## config.mk

```make
export PLATFORM = sky130hd
export DESIGN_NAME = alu_system_trace_capture
export DESIGN_NICKNAME = d
export VERILOG_FILES = /design/src/rtl/alu_system_trace_capture.sv
export SDC_FILE = /design/constraint.sdc
export NUM_CORES = 1
export LEC_CHECK = 0
export CORE_MARGIN = 2
export CORE_UTILIZATION = 61
export DETAILED_ROUTE_END_ITERATION = 6
export PLACE_DENSITY = 0.8
export SETUP_SLACK_MARGIN = 0.15
export SLEW_MARGIN = 0
export SYNTH_ARGS = -nofsm -noshare
export SYNTH_HDL_FRONTEND = slang
export SYNTH_SLANG_ARGS = --single-unit
```

## constraint.sdc

```tcl
create_clock -name Clock -period 7.9 [get_ports Clock]
set_input_delay 1.185 -clock Clock [delete_from_list [all_inputs] [get_ports Clock]]
set_output_delay 1.185 -clock Clock [all_outputs]
set_load 0.005 [all_outputs]
```

## src/rtl/alu_system_trace_capture.sv

```systemverilog
// alu_system_trace_capture
// Samples ALU_System result/status outputs, tags each sample with a cycle
// stamp and buffers the records in a FIFO. A host drains the FIFO over a
// valid/ready port. Arm/trigger/stop sequencing bounds each capture run.
// Optional build macro: TRACE_CHANGE_ONLY_EN. When it is defined, a sample is
// only recorded if its payload differs from the last recorded payload.
module alu_system_trace_capture #(
  parameter int DEPTH       = 16,
  parameter int MAX_RECORDS = 16,
  parameter int STAMP_W     = 16
) (
  input  logic                       Clock,
  input  logic                       Reset,
  input  logic                       Start,
  input  logic                       Stop,
  input  logic                       Clear,
  input  logic                       Trig_In,
  input  logic                       Sample_En,
  input  logic [7:0]                 S_ALU_Out,
  input  logic [3:0]                 S_ZCNO,
  input  logic [7:0]                 S_Mem_Addr,
  input  logic [15:0]                S_IR_Out,
  output logic [STAMP_W+37-1:0]      Rd_Data,
  output logic                       Rd_Valid,
  input  logic                       Rd_Ready,
  output logic                       Busy,
  output logic                       Done,
  output logic                       Overflow,
  output logic [$clog2(DEPTH):0]     Level
);

  localparam int AW  = $clog2(DEPTH);
  localparam int LW  = AW + 1;
  localparam int RW  = STAMP_W + 37;
  localparam int KW  = 36;

  typedef enum logic [1:0] {
    S_IDLE    = 2'd0,
    S_ARMED   = 2'd1,
    S_CAPTURE = 2'd2,
    S_DONE    = 2'd3
  } state_t;

  state_t               state;
  state_t               state_nxt;
  logic [STAMP_W-1:0]   stamp;
  logic [15:0]          cap_cnt;
  logic [16:0]          cnt_inc;
  logic [RW-1:0]        mem [DEPTH];
  logic [AW-1:0]        wr_ptr;
  logic [AW-1:0]        rd_ptr;
  logic [LW-1:0]        level;
  logic                 overflow;

  logic [KW-1:0]        key_cur;
  logic                 start_ok;
  logic                 stop_ok;
  logic                 qual;
  logic                 keep;
  logic                 take;
  logic                 full;
  logic                 pop;
  logic                 wr_en;
  logic                 drop;
  logic                 reach;
  logic                 busy_st;

  assign key_cur  = {S_ALU_Out, S_ZCNO, S_Mem_Addr, S_IR_Out};
  assign busy_st  = (state == S_ARMED) || (state == S_CAPTURE);
  assign start_ok = Start && ((state == S_IDLE) || (state == S_DONE));
  assign stop_ok  = Stop && (state == S_CAPTURE);
  assign full     = (level == LW'(DEPTH));
  assign Rd_Valid = (level != '0);
  assign pop      = Rd_Valid && Rd_Ready && !Clear;
  assign cnt_inc  = {1'b0, cap_cnt} + 17'd1;

`ifdef TRACE_CHANGE_ONLY_EN
  logic [KW-1:0] last_key;
  logic          first;

  assign keep = first || (key_cur != last_key);

  // Remember the payload of the last recorded sample for change detection
  always_ff @(posedge Clock) begin
    if (!Reset) begin
      first <= 1'b1;
    end else if (start_ok) begin
      first <= 1'b1;
    end else if (take) begin
      first <= 1'b0;
    end
  end

  // Payload history is data; it only matters once first has been cleared
  always_ff @(posedge Clock) begin
    if (take) begin
      last_key <= key_cur;
    end
  end
`else
  assign keep = 1'b1;
`endif

  // A sample qualifies on the trigger cycle in ARMED or any enabled CAPTURE
  // cycle; Clear, an accepted Start and an accepted Stop all take precedence.
  always_comb begin
    qual = 1'b0;
    if (!Clear && !start_ok && !stop_ok && Sample_En) begin
      qual = ((state == S_ARMED) && Trig_In) || (state == S_CAPTURE);
    end
  end

  assign take  = qual && keep;
  assign wr_en = take && (!full || pop);
  assign drop  = take && full && !pop;
  assign reach = take && (cnt_inc == 17'(MAX_RECORDS));

  // Run-sequencing next state, priority Clear > Start > Stop > capture
  always_comb begin
    state_nxt = state;
    if (Clear) begin
      state_nxt = S_IDLE;
    end else if (start_ok) begin
      state_nxt = S_ARMED;
    end else if (stop_ok) begin
      state_nxt = S_DONE;
    end else begin
      case (state)
        S_ARMED:   if (Trig_In) state_nxt = reach ? S_DONE : S_CAPTURE;
        S_CAPTURE: if (reach)   state_nxt = S_DONE;
        default:   state_nxt = state;
      endcase
    end
  end

  // State register, cycle stamp and per-run sample count
  always_ff @(posedge Clock) begin
    if (!Reset) begin
      state   <= S_IDLE;
      stamp   <= '0;
      cap_cnt <= '0;
    end else begin
      state <= state_nxt;
      if (start_ok) begin
        stamp <= '0;
      end else if (busy_st) begin
        stamp <= stamp + STAMP_W'(1);
      end
      if (start_ok) begin
        cap_cnt <= '0;
      end else if (take) begin
        cap_cnt <= cnt_inc[15:0];
      end
    end
  end

  // FIFO pointers, occupancy and sticky overflow
  always_ff @(posedge Clock) begin
    if (!Reset) begin
      wr_ptr   <= '0;
      rd_ptr   <= '0;
      level    <= '0;
      overflow <= 1'b0;
    end else if (Clear) begin
      wr_ptr   <= '0;
      rd_ptr   <= '0;
      level    <= '0;
      overflow <= 1'b0;
    end else begin
      if (wr_en) wr_ptr <= wr_ptr + AW'(1);
      if (pop)   rd_ptr <= rd_ptr + AW'(1);
      case ({wr_en, pop})
        2'b10:   level <= level + LW'(1);
        2'b01:   level <= level - LW'(1);
        default: level <= level;
      endcase
      if (drop) overflow <= 1'b1;
    end
  end

  // Record storage; stamp taken before this edge's increment
  always_ff @(posedge Clock) begin
    if (wr_en) begin
      mem[wr_ptr] <= {stamp, Trig_In, key_cur};
    end
  end

  assign Rd_Data  = Rd_Valid ? mem[rd_ptr] : '0;
  assign Busy     = busy_st;
  assign Done     = (state == S_DONE);
  assign Overflow = overflow;
  assign Level    = level;

endmodule

```

==> out/metrics.yaml, run 1 <==
status: "finished, final reports clean"
drtAntennaViolNets: 0
crit_path_end_kind: "output port"
drc: 0
slew_violations: 0
postSynthAreaPerCell_sq_um: 22.1
cts_tree: "built"
drive_gt1_share_pct: 25.2
grt_pass1_vias: 17637
numCtsBuffers: 85
fillers: 3077
synth_edf_count: 848
dr.pass1.iters: 5
clockRootBuffer: "clkbuf_16"
fin_area_sq_um: 39700
setup_tns_ns: 0
ys_seq_elements: 900
netlist_top_cells_count: "edfxtp_1 (848), mux4_2 (265), nor2b_1 (60)"
worstMarginPinSlew_ns: 1.36
required_ns: 6.71
min_path_type: "reg2reg"
clock-sinks: 900
setup_violations: 0
peakVddDrop_mv: 0.159
yosys-top-cells-area: "edfxtp_1 (73%), mux4_2 (17%), dfxtp_1 (3.0%), nor2b_1 (1.1%), nor2_1 (0.56%)"
antenna_found_initial: 4
synthArstFlopShare_pct: 0
pin_count: 106
hold_viol: 0
clk_pin_slew_ns: 0.06
cts_hold_buf: 0
wl_per_cell_microns: 31.3
drtIter0Drc: 1978
via_per_inst: 6.66
netlist.area_leader.share_pct: 72.9
gp_congestion: 0.795
finalNetCount: 1770
num_rows: 87
grt_pass1_wl_microns: 118000
syn_area_sq_um: 34900
htreeDepth: 3
synth-main-ff-cell: "edfxtp_1"
track_usage_pct: 27.5
startpoint_type: "flip-flop"
hpwl_microns: 39100
synth_cell_types: 50
fin_skew_ns: 0.0295
initial_core_util_pct: 61.8
dieArea_sq_um: 59200
critPathArrivalTime_ns: 4.29
areaGrowthSynthToFinish_pct: 13.8
period_share_pct: 69.3
clock_path_buffers: 3
ys_seq_area_share_pct: 75.9
core_sq_um: 56500
path_class: "reg2out"
grt_max_degree: 96
synth_nets: 1635
cp_max_fo: 65
leakage_nw: 12.0
yosysMostFrequentCell: "edfxtp_1"
rsz0062_at_grt: "false"
cts_setup_buffers: 0
cap_violations: 0
overflow: 0
wirelength_microns: 79600
portBuffers: 105
num_vias: 16936
max_freq_mhz: 183
die_h_microns: 243
fp.dieW_microns: 243
stdcell_count: 2544
placed_cells: 2380
relSlewSlack_pct: 9.41
holdWs_ns: 0.483
powerDensity_nw_per_um2: 239
ys_warn_count: 0
insertion_delay_ns: 0.64
ctsResizeCount: 0
yosysTopAreaCell: "edfxtp_1"
placed_area_sq_um: 36900
syn_inst: 1577
final.min_clock_period_ns: 5.48
==> registers in the layout, summed over array words and instances (netlist names), named ones only <==
register / flops
Level: 5
Overflow: 1
cap_cnt: 16
mem: 848
rd_ptr: 4
stamp: 16
state: 2
wr_ptr: 4
==> final timing paths <==
check / slack [ns] / cells after the start / start / end
worst min-delay path: 0.48 / 2 / Overflow$_SDFFE_PP0P_ / Overflow$_SDFFE_PP0P_
worst max-delay path: 2.42 / 5 / flip-flop / Rd_Data[41]
worst max register to register: 3.81 / 9 / state[0]$_SDFFE_PP0P_ / mem[8][21]$_DFFE_PP_
worst min register to register: 0.48 / 2 / Overflow$_SDFFE_PP0P_ / Overflow$_SDFFE_PP0P_
==> cells by family after synthesis <==
group           count (synthesis)  share of synthesized area [%]
compound gates                 44                          0.842
mux                           270                           17.2
simple gates                  214                           3.24
flops                         900                           75.9
fa+ha+maj                      14                          0.523
xor+xnor                       38                          0.953
buf+inv                        97                           1.28
==> critical path, cell delays in order, from the launching register on <==
cell and delay [ns]:
dfxtp_4 0.96, buf_4 0.81, mux4_2 0.46, mux4_2 0.60, nor2b_1 0.20, clkdlybuf4s50_1 0.49
==> metrics by stage <==
stage / util [%] / power, mW / setup WS, ns
floorplan: - / 5.32 / 1.61
global placement: 65.3 / 5.38 / 2.78
detailed placement: 65.3 / 5.39 / 2.62
CTS: 70.3 / 9.52 / 2.42
global route: 70.3 / 9.68 / 2.30
finish: 70.3 / 9.48 / 2.42
==> cell type report <==
type	instances	area [sq um]	area share (%)
repair buffers	134	1310	3.29
inverters	11	41.3	0.104
clock buffers	101	2250	5.66
clock inverters	59	593	1.49
diodes	3	7.51	0.0189
multi-input cells	580	8080	20.3
flip-flops and latches	900	26500	66.7
well taps	756	946	2.38
==> layout by cell type (no fill, tap or decap), drive strengths merged, types with 20 or more instances in the layout <==
| master | netlist | routed |
|---|---|---|
| buf | 38 | 29 |
| clkbuf | 48 | 101 |
| clkdlybuf4s50 | 0 | 105 |
| clkinv | 0 | 35 |
| dfxtp | 52 | 52 |
| edfxtp | 848 | 848 |
| mux4 | 265 | 265 |
| nand2 | 21 | 21 |
| nor2 | 52 | 52 |
| nor2b | 60 | 60 |
| nor3 | 20 | 20 |
| xnor2 | 20 | 20 |
==> power breakdown <==
part           total (mW)  internal, mW  switching [mW]
Combinational      0.0991        0.0324          0.0667
Clock                4.19          2.41            1.78
Sequential           5.19          5.19         0.00285
==> metal layers <==
metal | up-vias | global-route usage (%) | wire, microns
li1 | 6853 | - | -
met1 | 8933 | 37.4 | 29700
met2 | 996 | 45.4 | 40900
met3 | 152 | 5.50 | 6720
met4 | 2 | 9.60 | 2250
met5 | - | 0 | 13
Note: power is estimated with default switching activity, not from simulation.
==> run 2, diff against run 1 <==
--- a/config.mk
+++ b/config.mk
@@ -6,9 +6,9 @@
 export NUM_CORES = 1
 export LEC_CHECK = 0
 export CORE_MARGIN = 2
-export CORE_UTILIZATION = 61
+export CORE_UTILIZATION = 55
 export DETAILED_ROUTE_END_ITERATION = 6
-export PLACE_DENSITY = 0.8
+export PLACE_DENSITY = 0.76
 export SETUP_SLACK_MARGIN = 0.15
 export SLEW_MARGIN = 0
 export SYNTH_ARGS = -nofsm -noshare
==> constraint.sdc (replaced) <==
create_clock -name Clock -period 4.8 [get_ports Clock]
set_input_delay 0.72 -clock Clock [delete_from_list [all_inputs] [get_ports Clock]]
set_output_delay 0.72 -clock Clock [all_outputs]
set_load 0.005 [all_outputs]
==> run 2 against run 1 <==
Net effect: final area increased by 1.7%; non-clock buffer count increased by 22; via count decreased by 1.5%; register-to-register slack got worse by 2.4 ns; combinational power increased by 59%; clock power increased by 69%; global-route usage decreased by 3.1 points; clock skew decreased by 0.014 ns; sequential power increased by 65%; routed wire length decreased by 1.4%; largest cell class unchanged.
==> out/metrics.yaml, run 2 (synthesis results as in run 1) <==
insertion_delay_ns: 0.63  # was 0.64 ns
wl_met3_microns: 6830  # was 6720 microns
wl_per_cell_microns: 29.6  # was 31.3 microns
setup_slack_ns: 0.710  # was 2.42 ns
clock_path_buffers: 3  # unchanged
num_rows: 92  # was 87
r2r_slack_ns: 1.44  # was 3.81 ns
p_clk_share_pct: 44.9  # was 44.2%
final.min_clock_period_ns: 4.09
leakage_nw: 12.3  # was 12.0 nW
timing.rr.end: "Level[4]$_SDFFE_PP0P_"  # was mem[8][21]$_DFFE_PP_
antenna_found_initial: 3  # was 4
hpwl_microns: 39300  # was 39,100 microns
relSlewSlack_pct: 20.9  # was 9.41%
overflow: 0  # unchanged
die_h_microns: 256  # was 243 microns
portBuffers: 105  # unchanged
path_class: "reg2out"  # unchanged
reg.largest.list: "mem x848, cap_cnt x16, stamp x16"  # unchanged
core_sq_um: 63000  # was 56,500 sq um
drc: 0  # unchanged
fillers: 3973  # was 3,077
num_vias: 16690  # was 16,936
rsz0062_at_grt: "false"  # unchanged
grt_pass1_vias: 17529  # was 17,637
cp_max_fo: 26  # was 65
multi_input_area_sq_um: 8100  # was 8080 sq um
hold_viol: 0  # unchanged
dieArea_sq_um: 65500  # was 59,200 sq um
dr_wl_met2_microns: 40200  # was 40,900 microns
slowest_delay_ns: 0.62  # was 0.96 ns
min_path_type: "reg2reg"  # unchanged
reg2reg_from: "state[0]$_SDFFE_PP0P_"  # unchanged
critPathArrivalTime_ns: 3.37  # was 4.29 ns
drive_gt1_share_pct: 26.4  # was 25.2%
critPathSlowestCell: "mux4_2"  # was dfxtp_4
clock-sinks: 900  # unchanged
whs_endpoint: "Overflow$_SDFFE_PP0P_"  # unchanged
worstMarginPinSlew_ns: 1.18  # was 1.36 ns
reg2reg_depth: 13  # was 9
top_register: "mem"  # unchanged
max_freq_mhz: 244
seq_area_sq_um: 26500  # unchanged
cellInternalPower_mw: 12.8  # was 7.63 mW
largest_reg_flops: 848  # unchanged
wirelength_microns: 78500  # was 79,600 microns
cap_violations: 0  # unchanged
pre_cts_ws_ns: 0.872  # was 2.62 ns
areaGrowthSynthToFinish_pct: 15.7  # was 13.8%
setup_violations: 0  # unchanged
fp.dieW_microns: 256  # was 243 microns
track_usage_pct: 24.4  # was 27.5%
startpoint_type: "flip-flop"  # unchanged
via_per_inst: 6.29  # was 6.66
drt-met1-wl_microns: 29500  # was 29,700 microns
status: "finished, final reports clean"  # unchanged
swShare_pct: 19.1  # was 19.5%
pin_count: 106  # unchanged
ctsResizeCount: 0  # unchanged
gp_congestion: 0.765  # was 0.795
clk_pin_slew_ns: 0.06  # about the same
finalNetCount: 1793  # was 1,770
initial_core_util_pct: 55.4  # was 61.8%
grt_max_degree: 71  # was 96
power.switching_mw: 3.01  # was 1.85 mW
numCtsBuffers: 86  # was 85
layout_common_cells: "edfxtp_1 (848), mux4_2 (265), clkdlybuf4s50_1 (105)"  # unchanged
dr.pass1.iters: 5  # unchanged
cts_tree: "built"  # unchanged
grt_pass1_wl_microns: 116000  # was 118,000 microns
cts_hold_buf: 0  # unchanged
pwr-share-comb_pct: 1.0  # about the same
clockRootBuffer: "clkbuf_16"  # unchanged
final_common_cell: "edfxtp_1"  # unchanged
placed_area_sq_um: 37400  # was 36,900 sq um
crit_chain: "buf_4 -> mux4_2 -> mux4_2 -> nor2b_1 -> clkdlybuf4s50_1"  # unchanged
period_share_pct: 85.2
worst_path_most_repeated_cell: "mux4_2"  # unchanged
drtAntennaViolNets: 0  # unchanged
cts_setup_buffers: 0  # unchanged
power_frac_seq_pct: 54.1  # was 54.8%
routed.top_layer: "met5"  # unchanged
setup_tns_ns: 0  # unchanged
powerDensity_nw_per_um2: 391  # was 239 nW/um^2
required_ns: 4.08  # was 6.71 ns
min_from: "Overflow$_SDFFE_PP0P_"  # unchanged
fin_skew_ns: 0.0160  # was 0.0295 ns
hold_path_depth: 2  # unchanged
fin_area_sq_um: 40400  # was 39,700 sq um
drtIter0Drc: 1773  # was 1,978
htreeDepth: 3  # unchanged
slew_violations: 0  # unchanged
crit_path_end_kind: "output port"  # unchanged
peakVddDrop_mv: 0.242  # was 0.159 mV
run 2: power by group through the flow:
stage          Sequential, mW  Combinational [mW]  Clock (mW)
2_1_floorplan            8.72              0.0362           0
3_3_place_gp             8.71               0.147           0
3_5_place_dp             8.71               0.157           0
4_1_cts                  8.54               0.158        7.16
5_1_grt                  8.54               0.173        7.44
6_report                 8.54               0.158        7.08
run 2: metal layers:
layer	GRT usage [%]	vias to the layer above
met5	0	-
met4	7.78	2
met3	4.35	115
met2	40.6	914
met1	33.5	8755
li1	-	6904
run 2: final cells by class:
cell class / instances / share of cell area [%]
antenna: 2 / 0.0124
tap: 846 / 2.62
clock buffer: 103 / 5.74
sequential: 900 / 65.6
timing repair buffer: 156 / 4.20
inverter: 11 / 0.102
multi-input combinational: 580 / 20.1
clock inverter: 56 / 1.63
run 2: per-stage QoR:
step	hold WS [ns]	utilization (%)	cells	power [mW]
after floorplan	0.460	-	1577	8.75
after global placement	0.475	59.4	2493	8.86
final	0.492	64.2	2654	15.8
after CTS	0.506	64.2	2652	15.9
after detailed placement	0.483	59.4	2493	8.87
after global routing	0.567	64.2	2653	16.2
run 2: worst max-delay path by stage:
stage	endpoint	slack, ns
3_3_place_gp	Level[4]$_SDFFE_PP0P_	0.90
6_report	Rd_Data[30]	0.71
3_5_place_dp	Level[4]$_SDFFE_PP0P_	0.87
2_1_floorplan	mem[12][0]$_DFFE_PP_	0.29
5_1_grt	Rd_Data[44]	0.56
4_1_cts	Rd_Data[30]	0.63
run 2: critical path: cells and delay by family, from the launching register on:
family,cells,cell delay [ns]
muxes,2,1.14
and+or+nand+nor,1,0.17
buffers and inverters,2,0.96
DFF,1,0.44
